File: src/rtl/program_loader_pkg.sv
// Shared state and error-code encodings for the program loader and its image buffer.
package program_loader_pkg;

    typedef enum logic [2:0] {
        ST_IDLE,
        ST_FILL,
        ST_ARM,
        ST_LOAD,
        ST_RUN,
        ST_ERROR
    } state_e;

    localparam logic [1:0] ERR_NONE     = 2'd0;
    localparam logic [1:0] ERR_TIMEOUT  = 2'd1;
    localparam logic [1:0] ERR_HALT     = 2'd2;
    localparam logic [1:0] ERR_CHECKSUM = 2'd3;

    function automatic logic is_handshaking(input state_e s);
        return (s == ST_ARM) || (s == ST_LOAD);
    endfunction

endpackage

File: src/rtl/program_loader_fifo.sv
// prog_fifo: synchronous FIFO holding the RAM image between the host stream and the CPU handshake.
module prog_fifo #(
    parameter int DEPTH = 16,
    parameter int WIDTH = 8
) (
    input  logic                       clk,
    input  logic                       reset,
    input  logic                       flush,
    input  logic                       push,
    input  logic [WIDTH-1:0]           wdata,
    input  logic                       pop,
    output logic [WIDTH-1:0]           head,
    output logic                       full,
    output logic                       empty,
    output logic [$clog2(DEPTH+1)-1:0] count
);
    localparam int AW = (DEPTH > 1) ? $clog2(DEPTH) : 1;
    localparam int CW = $clog2(DEPTH + 1);

    logic [WIDTH-1:0] mem_q [DEPTH];
    logic [AW-1:0]    rd_ptr_q, rd_ptr_d;
    logic [AW-1:0]    wr_ptr_q, wr_ptr_d;
    logic [CW-1:0]    count_q, count_d;
    logic             do_push, do_pop;

    // Explicit wrap so DEPTH need not be a power of two.
    function automatic logic [AW-1:0] bump(input logic [AW-1:0] p);
        return (p == AW'(DEPTH - 1)) ? '0 : p + AW'(1);
    endfunction

    assign full  = (count_q == CW'(DEPTH));
    assign empty = (count_q == '0);
    assign count = count_q;
    assign head  = mem_q[rd_ptr_q];

    always_comb begin
        do_push  = push && !full && !flush;
        do_pop   = pop && !empty && !flush;
        rd_ptr_d = rd_ptr_q;
        wr_ptr_d = wr_ptr_q;
        count_d  = count_q;
        if (flush) begin
            rd_ptr_d = '0;
            wr_ptr_d = '0;
            count_d  = '0;
        end else begin
            if (do_push) wr_ptr_d = bump(wr_ptr_q);
            if (do_pop)  rd_ptr_d = bump(rd_ptr_q);
            if (do_push && !do_pop)      count_d = count_q + CW'(1);
            else if (do_pop && !do_push) count_d = count_q - CW'(1);
        end
    end

    always_ff @(posedge clk) begin
        if (reset) begin
            rd_ptr_q <= '0;
            wr_ptr_q <= '0;
            count_q  <= '0;
        end else begin
            rd_ptr_q <= rd_ptr_d;
            wr_ptr_q <= wr_ptr_d;
            count_q  <= count_d;
        end
    end

    always_ff @(posedge clk) begin
        if (do_push) mem_q[wr_ptr_q] <= wdata;
    end

endmodule

File: src/rtl/program_loader.sv
// program_loader: buffers a RAM image from a byte stream, then feeds it to the CPU programming handshake.
// Optional feature: define PROG_CHECKSUM_EN to require a trailing zero-sum checksum byte.
module program_loader
    import program_loader_pkg::*;
#(
    parameter int NUM_WORDS   = 16,
    parameter int DATA_W      = 8,
    parameter int TIMEOUT_CYC = 16
) (
    input  logic              clk,
    input  logic              reset,
    input  logic              start,
    input  logic              in_valid,
    input  logic [DATA_W-1:0] in_data,
    output logic              in_ready,
    output logic              cpu_resetn,
    output logic              programming,
    output logic [DATA_W-1:0] prog_data,
    input  logic              read_ui_in,
    input  logic              done_load,
    input  logic              ready,
    input  logic              HF,
    output logic              busy,
    output logic              loaded,
    output logic              err,
    output logic [1:0]        err_code
);
    localparam int CW = $clog2(NUM_WORDS + 1);
    localparam int TW = $clog2(TIMEOUT_CYC + 1);

    state_e            state_q, state_d;
    logic [1:0]        err_code_q, err_code_d;
    logic [CW-1:0]     word_cnt_q, word_cnt_d;
    logic [TW-1:0]     timer_q, timer_d;
    logic              restart, accept, timer_event, timed_out;
    logic              fifo_push, fifo_pop, fifo_flush, fifo_full, fifo_empty;
    logic [DATA_W-1:0] fifo_head;
    logic [CW-1:0]     fifo_count;
`ifdef PROG_CHECKSUM_EN
    logic [DATA_W-1:0] sum_q, sum_d, sum_next;
    assign sum_next = sum_q + in_data;
`endif

    assign restart     = start && (state_q == ST_IDLE || state_q == ST_RUN || state_q == ST_ERROR);
    assign fifo_flush  = reset || restart;
    assign accept      = in_valid && in_ready;
    assign fifo_pop    = (state_q == ST_LOAD) && read_ui_in && !fifo_empty;
    assign timer_event = ready || done_load;
    assign timed_out   = !timer_event && (timer_q == TW'(TIMEOUT_CYC - 1));

    // With the checksum enabled, FILL keeps accepting once the buffer is full: that byte is the sum.
`ifdef PROG_CHECKSUM_EN
    assign in_ready  = (state_q == ST_FILL);
    assign fifo_push = accept && !fifo_full;
`else
    assign in_ready  = (state_q == ST_FILL) && !fifo_full;
    assign fifo_push = accept;
`endif

    assign cpu_resetn  = is_handshaking(state_q) || (state_q == ST_RUN);
    assign programming = is_handshaking(state_q);
    assign prog_data   = (state_q == ST_LOAD) ? fifo_head : '0;
    assign busy        = (state_q == ST_FILL) || is_handshaking(state_q);
    assign loaded      = (state_q == ST_RUN);
    assign err         = (state_q == ST_ERROR);
    assign err_code    = err_code_q;

    prog_fifo #(.DEPTH(NUM_WORDS), .WIDTH(DATA_W)) u_fifo (
        .clk   (clk),
        .reset (reset),
        .flush (fifo_flush),
        .push  (fifo_push),
        .wdata (in_data),
        .pop   (fifo_pop),
        .head  (fifo_head),
        .full  (fifo_full),
        .empty (fifo_empty),
        .count (fifo_count)
    );

    always_comb begin
        state_d    = state_q;
        err_code_d = err_code_q;
        word_cnt_d = word_cnt_q;
        timer_d    = '0;
`ifdef PROG_CHECKSUM_EN
        sum_d      = sum_q;
`endif
        case (state_q)
            ST_FILL: begin
`ifdef PROG_CHECKSUM_EN
                if (fifo_push) sum_d = sum_next;
                if (accept && fifo_full) begin
                    if (sum_next == '0) begin
                        state_d = ST_ARM;
                    end else begin
                        state_d    = ST_ERROR;
                        err_code_d = ERR_CHECKSUM;
                    end
                end
`else
                if (fifo_push && fifo_count == CW'(NUM_WORDS - 1)) state_d = ST_ARM;
`endif
            end
            // Timeout outranks a halt seen in the same clock.
            ST_ARM, ST_LOAD: begin
                timer_d = timer_event ? '0 : timer_q + TW'(1);
                if (timed_out) begin
                    state_d    = ST_ERROR;
                    err_code_d = ERR_TIMEOUT;
                end else if (state_q == ST_LOAD && read_ui_in && fifo_empty) begin
                    state_d    = ST_ERROR;
                    err_code_d = ERR_TIMEOUT;
                end else if (HF) begin
                    state_d    = ST_ERROR;
                    err_code_d = ERR_HALT;
                end else if (state_q == ST_ARM) begin
                    if (ready) state_d = ST_LOAD;
                end else if (done_load) begin
                    word_cnt_d = word_cnt_q + CW'(1);
                    if (word_cnt_q == CW'(NUM_WORDS - 1)) state_d = ST_RUN;
                end
            end
            default: ;
        endcase
        if (restart) begin
            state_d    = ST_FILL;
            err_code_d = ERR_NONE;
            word_cnt_d = '0;
`ifdef PROG_CHECKSUM_EN
            sum_d      = '0;
`endif
        end
    end

    always_ff @(posedge clk) begin
        if (reset) begin
            state_q    <= ST_IDLE;
            err_code_q <= ERR_NONE;
            word_cnt_q <= '0;
            timer_q    <= '0;
`ifdef PROG_CHECKSUM_EN
            sum_q      <= '0;
`endif
        end else begin
            state_q    <= state_d;
            err_code_q <= err_code_d;
            word_cnt_q <= word_cnt_d;
            timer_q    <= timer_d;
`ifdef PROG_CHECKSUM_EN
            sum_q      <= sum_d;
`endif
        end
    end

endmodule

File: config.mk
export PLATFORM = sky130hd
export DESIGN_NAME = program_loader
export DESIGN_NICKNAME = d
export VERILOG_FILES = /design/src/rtl/program_loader_pkg.sv /design/src/rtl/program_loader_fifo.sv /design/src/rtl/program_loader.sv
export SDC_FILE = /design/constraint.sdc
export NUM_CORES = 1
export LEC_CHECK = 0
export BUFFER_PORTS_ARGS = -buffer_cell sky130_fd_sc_hd__buf_2
export CAP_MARGIN = 10
export CORE_MARGIN = 5
export CORE_UTILIZATION = 35
export DETAILED_ROUTE_END_ITERATION = 6
export MAX_ROUTING_LAYER = met4
export PLACE_DENSITY = 0.55
export SYNTH_ARGS = -nofsm -noshare
export SYNTH_HDL_FRONTEND = slang
export SYNTH_SLANG_ARGS = --single-unit
File: constraint.sdc
create_clock -name clk -period 3.8 [get_ports clk]
set_input_delay 0.38 -clock clk [delete_from_list [all_inputs] [get_ports clk]]
set_output_delay 0.38 -clock clk [all_outputs]
set_load 0.01 [all_outputs]
# Word level (Yosys, flattened, before mapping)
# Memory sizes are Yosys's and may differ from the RTL's. A register that Yosys moved wholly into a read port is not among the register bits.
# Cells that the tools add are included.
# totals
mem_count	1
reg_bits	28
input_bits	16
out_inout_bits	16
word_cells	102
ram_bits	128
# memory_table
memory	depth	width	read_ports	rd_ports_with_merged_regs	write_ports	line_no	rtl
u_fifo.mem_q	16	8	1	1	1	program_loader_fifo.sv:20	logic [WIDTH-1:0] mem_q [DEPTH];
# op_classes
muxes	22
add_sub_neg	6
bitwise_logic	5
n_eq_ne	19
n_reduce_logical	41
# op_table
cell	n
$mux 3	8
$ne 7x7->1 const B	3
$ne 6x6->1 const B	3
$mux 4	4
$add 5x1->5 const B	3
$eq 5x4->1 const B	3
$logic_and 1x1->1	14
$mux 5	2
$reduce_and 5->1	2
$add 4x1->4 const B	2
$eq 4x4->1 const B	2
$mux 8	1
$logic_or 1x1->1	7
$eq 3x2->1 const B	2
$eq 3x3->1 const B	2
$logic_not 1->1	6
$mux 2	3
$pmux 3 s2	1
$reduce_and 6->1	1
$reduce_bool 3->1	2
$reduce_or 2->1	3
$eq 5x5->1 const B	1
$logic_not 5->1	1
$not 1->1	5
9 further kinds	12

# Depth between registers and ports, before layout
# logic_depth
word_depth	11
ltp_mapped	12
ltp_nobuf	10

# By module
# Synthesis repeated with hierarchy kept, for this count alone.
# unflattened
hier_cells	425
hier_area_um2	6662.6
# modules_own_cells
module	area_each_um2	instances	cells_per_inst
prog_fifo	5798.1	1	321
program_loader	864.6	1	104

# Least setup slack after synthesis
# Ideal clock, no wire load.
# synth_timing
path_type	register to register
startpoint	register u_fifo.count_q[0], in the netlist u_fifo.count[0]
endpoint	register u_fifo.count_q[4], in the netlist u_fifo.count[4]
synth_period_minus_slack_ns	2.712
required_time_ns	3.728
arrival_ns	2.641
slack_ns	1.088
path_stages_with_launch	12
path_cell_list	dfxtp_1 > nor4_4 > a2111oi_2 > buf_4 > and2_1 > ha_1 > inv_1 > fa_1 > a21o_1 > a21oi_1 > mux2i_1 > mux2i_1
# synth_via
elab_chain_cells	9
# synth_rtl
element	line_no	rtl
start: declaration	program_loader_fifo.sv:23	logic [CW-1:0] count_q, count_d;
start signal: assignment	program_loader_fifo.sv:62	count_q <= count_d;
$eq 5x5->1 (*)	program_loader_fifo.sv:31	assign full = (count_q == CW'(DEPTH));
$logic_not 1->1 (*)	program_loader_fifo.sv:37, program_loader.sv:56	
$logic_and 1x1->1	program_loader.sv:56	assign in_ready = (state_q == ST_FILL) && !fifo_full;
$logic_and 1x1->1	program_loader.sv:46	assign accept = in_valid && in_ready;
$logic_and 1x1->1 (*) (2 in series)	program_loader_fifo.sv:37	do_push = push && !full && !flush;
named net u_fifo.do_push	program_loader_fifo.sv:24	logic do_push, do_pop;
$logic_not 1->1	program_loader_fifo.sv:50	else if (do_pop && !do_push) count_d = count_q - CW'(1);
$logic_and 1x1->1	program_loader_fifo.sv:50	
$reduce_bool 2->1 (no source line)	n/a	
# Mark *: on every way through the listed nets, which the timed path passes. The rest lies on a longest branch. The select of a mux whose other input is x is not followed.
# A chain may end at the register's enable or synchronous reset.

# Worst setup path in the final report
# layout_timing
startpoint	register state_q[1]
endpoint	register u_fifo.count_q[4], in the netlist u_fifo.count[4]
# layout_via
elab_chain_cells	10
# layout_rtl
element	line_no	rtl
start: declaration	program_loader.sv:31	state_e state_q, state_d;
start signal: assignment	program_loader.sv:146	state_q <= state_d;
$eq 3x3->1 / $logic_not 3->1 (equally long branches)	program_loader.sv:44	assign restart = start && (state_q == ST_IDLE || state_q == ST_RUN || state_q == ST_ERROR);
$logic_or 1x1->1 (2 in series)	program_loader.sv:44	
$logic_and 1x1->1	program_loader.sv:44	
$logic_or 1x1->1	program_loader.sv:45	assign fifo_flush = reset || restart;
$logic_not 1->1	program_loader_fifo.sv:37, program_loader_fifo.sv:38	
$logic_and 1x1->1, on equally long branches	program_loader_fifo.sv:38, program_loader_fifo.sv:37	
$logic_not 1->1, on equally long branches	program_loader_fifo.sv:49, program_loader_fifo.sv:50	
$logic_and 1x1->1, on equally long branches	program_loader_fifo.sv:49, program_loader_fifo.sv:50	
$mux 5 / $reduce_bool 2->1 (equally long branches)	n/a	
# Parallel ways exist; a longest one is shown, timed or not.

==> results.md <==
GRT:
- Entering global routing, the biggest net connects 33 pins.
- The number of antenna violations at the first check in global routing is 0.
- The number of global-route vias before repair is 3883.
- The global-route usage over all layers is 0.1310.
- The first global-routing pass estimated 21.10 mm of wire.
- After global routing the overflow that remains totals 0.

STA:
- The tightest hold path in the finished design has a slack of 0.2068 ns.
- The normalized max-slew margin is 0.3717.
- For the pin with the worst max-slew slack, the measured transition is 0.9389 ns.
- Dividing the final minimum period by the clock period gives 0.7949.
- The final number of max-transition violations is 0.
- The final critical delay including setup and external delays is 3.021 ns.
- The setup TNS is 0 ns.
- The number of endpoints failing setup at the final stage is 0.
- The highest clock frequency the design can meet is 331.1 MHz.
- Setup repair after global routing left no endpoint under its margin.
- The setup clock skew after layout is 0.008544 ns.
- The number of endpoints with negative hold slack in the final report is 0.

Worst setup path:
- Of all nets on the critical path, the largest fanout is 16.
- Data on the critical path arrives at its endpoint at 3.38 ns.
- The data required time at the worst endpoint is 4.15 ns.
- The kind of start point of the critical path is a flop.
- The critical path in this run is classified as flop to flop.
- STA classifies the critical path endpoint as a flop.

Floorplanning:
- In this run the core area contains 50 standard-cell rows.
- The die covers 21940 um^2.
- The initial utilization of the core area, before any placement, comes to 0.3557.
- The x dimension of the die is 148.1 um.
- The height of the die is 148.1 um.
- The core region is 18770 um^2.
- The top-level port count is 32.

Synth:
- After synthesis, the netlist uses 49 different library cells.
- The post-synthesis instance total is 415.
- The part of the Yosys area used for sequential elements is 0.6717.
- The per-instance average area after synthesis is 16.09 um^2.
- The leading area contributor after synthesis is sky130_fd_sc_hd__edfxtp_1.
- After synthesis the netlist holds a flip-flop and latch count of 160.
- By area the synthesized netlist is led by sky130_fd_sc_hd__edfxtp_1 58%, sky130_fd_sc_hd__mux4_2 11%, sky130_fd_sc_hd__dfxtp_1 9.6%.
- The mapped netlist covers 6676 um^2.
- The proportion of synthesized flip-flops having asynchronous set or reset is 0.
- The total number of yosys warnings is 0.
- The proportion of netlist area held by the largest area contributor is 0.5757.
- For this run, the leading register cell type out of synthesis is sky130_fd_sc_hd__edfxtp_1.
- In this run, synthesis inferred 128 flip-flops with an integrated enable.
- The post-synthesis net count is 445.

Routing:
- Summed over all layers, the routed wires come to 13.27 mm.
- The antenna violation net count after detailed routing is 0.
- The number of DRC markers after the initial detailed-route iteration is 192.
- The detailed-route wire length per cell is 18.80 um.
- In the routed layout, each cell is associated on average with a via count of 5.184.
- The number of vias in the routed layout is 3660.
- The iteration count of the initial detailed-routing pass is 5.
- The DRC violations left is 0.

Layout:
- The area growth from synthesis to layout is 16.64%.
- The share of post-route cells with drive strength above 1 is 0.2521.
- The final standard cell area without fillers is 7787 um^2.
- The number of diodes is 0.
- Leaving out fill and tap cells, the most frequent cell in the layout is sky130_fd_sc_hd__edfxtp_1.
- The filler cell count in the final layout is 1701.
- The combined area of the multi-input logic cells is 2056 um^2.
- In the layout the commonest cells are 128 x sky130_fd_sc_hd__edfxtp_1, 38 x sky130_fd_sc_hd__nor2_1, 32 x sky130_fd_sc_hd__mux4_2.
- The number of nets in the final layout is 489.
- Once layout is complete, the utilization of the core stands at 0.4149.
- The area occupied by registers is 4486 um^2.

Pwr:
- IR analysis of the VDD net gives a maximum drop of 0.0002964 V.
- The leakage power is 0.002551 uW.
- The total power per unit cell area is 487.7 nW/um^2.
- The total design power is 3798 uW.

Clock tree:
- The number of resized instances in the post-cts repair step is 0.
- The cell at the root of the clock tree is sky130_fd_sc_hd__clkbuf_16.
- The clock slew at the register clock pins of the worst setup and hold paths is 0.06 ns.
- For this design, the CTS-stage hold fixing added 0 buffers.
- The total CTS buffers is 17.
- The H-tree was split into 4 levels.
- The count of clock tree sinks is 160.
- The insertion delay to the later sink of the worst-skew pair is 0.42 ns.
- In this run the post-CTS setup repair buffer count came out at 0.
- TritonCTS built the clock tree.
- The maximum count of clock buffers along a single path is 2.

Place:
- The cell area after placement is 7143 um^2.
- Once detailed placement completed, the half-perimeter wirelength came to 8.554 mm.
- The placer congestion estimate is 0.8144.
- The count of port buffers added during placement is 31.

Outcome:
- The flow ran to the end, and the final reports show no timing, DRC or antenna violations.

Flow run:
- The total of max-cap violations is 0.

Hold path:
- The path type of the worst min-delay path is primary input to flop.
==> per-layer routing <==
layer  vias up  wire (um)  part of all wire  global-route usage
li1       1712          -                 -                   -
met1      1872       5862              0.44              0.1592
met2        61       6763              0.51              0.2172
met3        15        496             0.037             0.03443
met4         0        148             0.011             0.03788
met5         -          0                 0                   -
==> synth_stat cells, types with 2 or more instances <==
cell	number
sky130_fd_sc_hd__nand3_1	9
sky130_fd_sc_hd__dfxtp_1	32
sky130_fd_sc_hd__a21o_1	6
sky130_fd_sc_hd__clkbuf_1	9
sky130_fd_sc_hd__xnor2_1	5
sky130_fd_sc_hd__nand4_1	3
sky130_fd_sc_hd__o21ai_0	2
sky130_fd_sc_hd__o22ai_1	8
sky130_fd_sc_hd__nand3b_1	5
sky130_fd_sc_hd__edfxtp_1	128
sky130_fd_sc_hd__a21bo_2	2
sky130_fd_sc_hd__xor2_1	3
sky130_fd_sc_hd__mux4_2	32
sky130_fd_sc_hd__a211oi_1	3
sky130_fd_sc_hd__a21oi_1	13
sky130_fd_sc_hd__inv_1	13
sky130_fd_sc_hd__nor2b_1	2
sky130_fd_sc_hd__nor3_1	6
sky130_fd_sc_hd__a31oi_1	4
sky130_fd_sc_hd__nor2_1	38
sky130_fd_sc_hd__nand2b_1	6
sky130_fd_sc_hd__buf_2	7
sky130_fd_sc_hd__mux2i_1	24
sky130_fd_sc_hd__ha_1	13
sky130_fd_sc_hd__buf_1	3
sky130_fd_sc_hd__nand2_1	11
sky130_fd_sc_hd__o211ai_1	3
sky130_fd_sc_hd__nor4_1	2
sky130_fd_sc_hd__and3_1	3
==> final cells by class <==
| cell class | instances | share of cell area |
|---|---|---|
| clock inverters | 15 | 0.02812 |
| clock buffers | 17 | 0.05463 |
| inverters | 13 | 0.006266 |
| multi-input cells | 222 | 0.2640 |
| flip-flops and latches | 160 | 0.5760 |
| repair buffers | 45 | 0.03342 |
| well taps | 234 | 0.03760 |
==> critical path: stages, from the launching register on <==
cell	delay [ns]
sky130_fd_sc_hd__dfxtp_1	0.65
sky130_fd_sc_hd__nand4b_1	0.24
sky130_fd_sc_hd__a21oi_1	0.46
sky130_fd_sc_hd__nand2_1	0.12
sky130_fd_sc_hd__ha_1	0.24
sky130_fd_sc_hd__inv_1	0.15
sky130_fd_sc_hd__ha_1	0.29
sky130_fd_sc_hd__a21o_1	0.20
sky130_fd_sc_hd__a21oi_1	0.17
sky130_fd_sc_hd__mux2i_1	0.24
sky130_fd_sc_hd__mux2i_1	0.19
==> final timing paths <==
| path | slack [ns] | startpoint | depth (start not counted) | end |
|---|---|---|---|---|
| min reg2reg | 0.45 | timer_q[0]$_SDFF_PP0_ | 1 | timer_q[0]$_SDFF_PP0_ |
| max reg2reg | 0.78 | state_q[1]$_SDFFE_PP0P_ | 10 | u_fifo.count[4]$_SDFFE_PP0P_ |
| min | 0.21 | reset | 2 | state_q[1]$_SDFFE_PP0P_ |
| max | 0.78 | state_q[1]$_SDFFE_PP0P_ | 10 | u_fifo.count[4]$_SDFFE_PP0P_ |
==> where the power goes <==
part	switching, uW	internal (uW)
logic	42.0	18.4
registers	2.69	1890
clock network	724	1120
==> stage by stage <==
step | setup slack [ns] | instances
floorplan | 1.088 | 415
global placement | 0.9254 | 674
detailed placement | 0.7970 | 674
CTS | 0.7957 | 706
global route | 0.4698 | 706
finish | 0.7793 | 706
==> sequential cells by signal, summed over array words and instances, names as in the netlist, named ones only <==
signal	count
u_fifo.mem_q	128
word_cnt_q	5
err_code	2
timer_q	5
state_q	3
u_fifo.rd_ptr_q	4
u_fifo.wr_ptr_q	4
u_fifo.count	5
==> cells by family after synthesis <==
logic type	share of synthesized area
buf+inv	0.02043
fa+ha+maj	0.02736
flops	0.6717
simple gates	0.07178
xor+xnor	0.01050
compound gates	0.05435
mux	0.1439
Note: power is estimated with default switching activity, not from simulation.
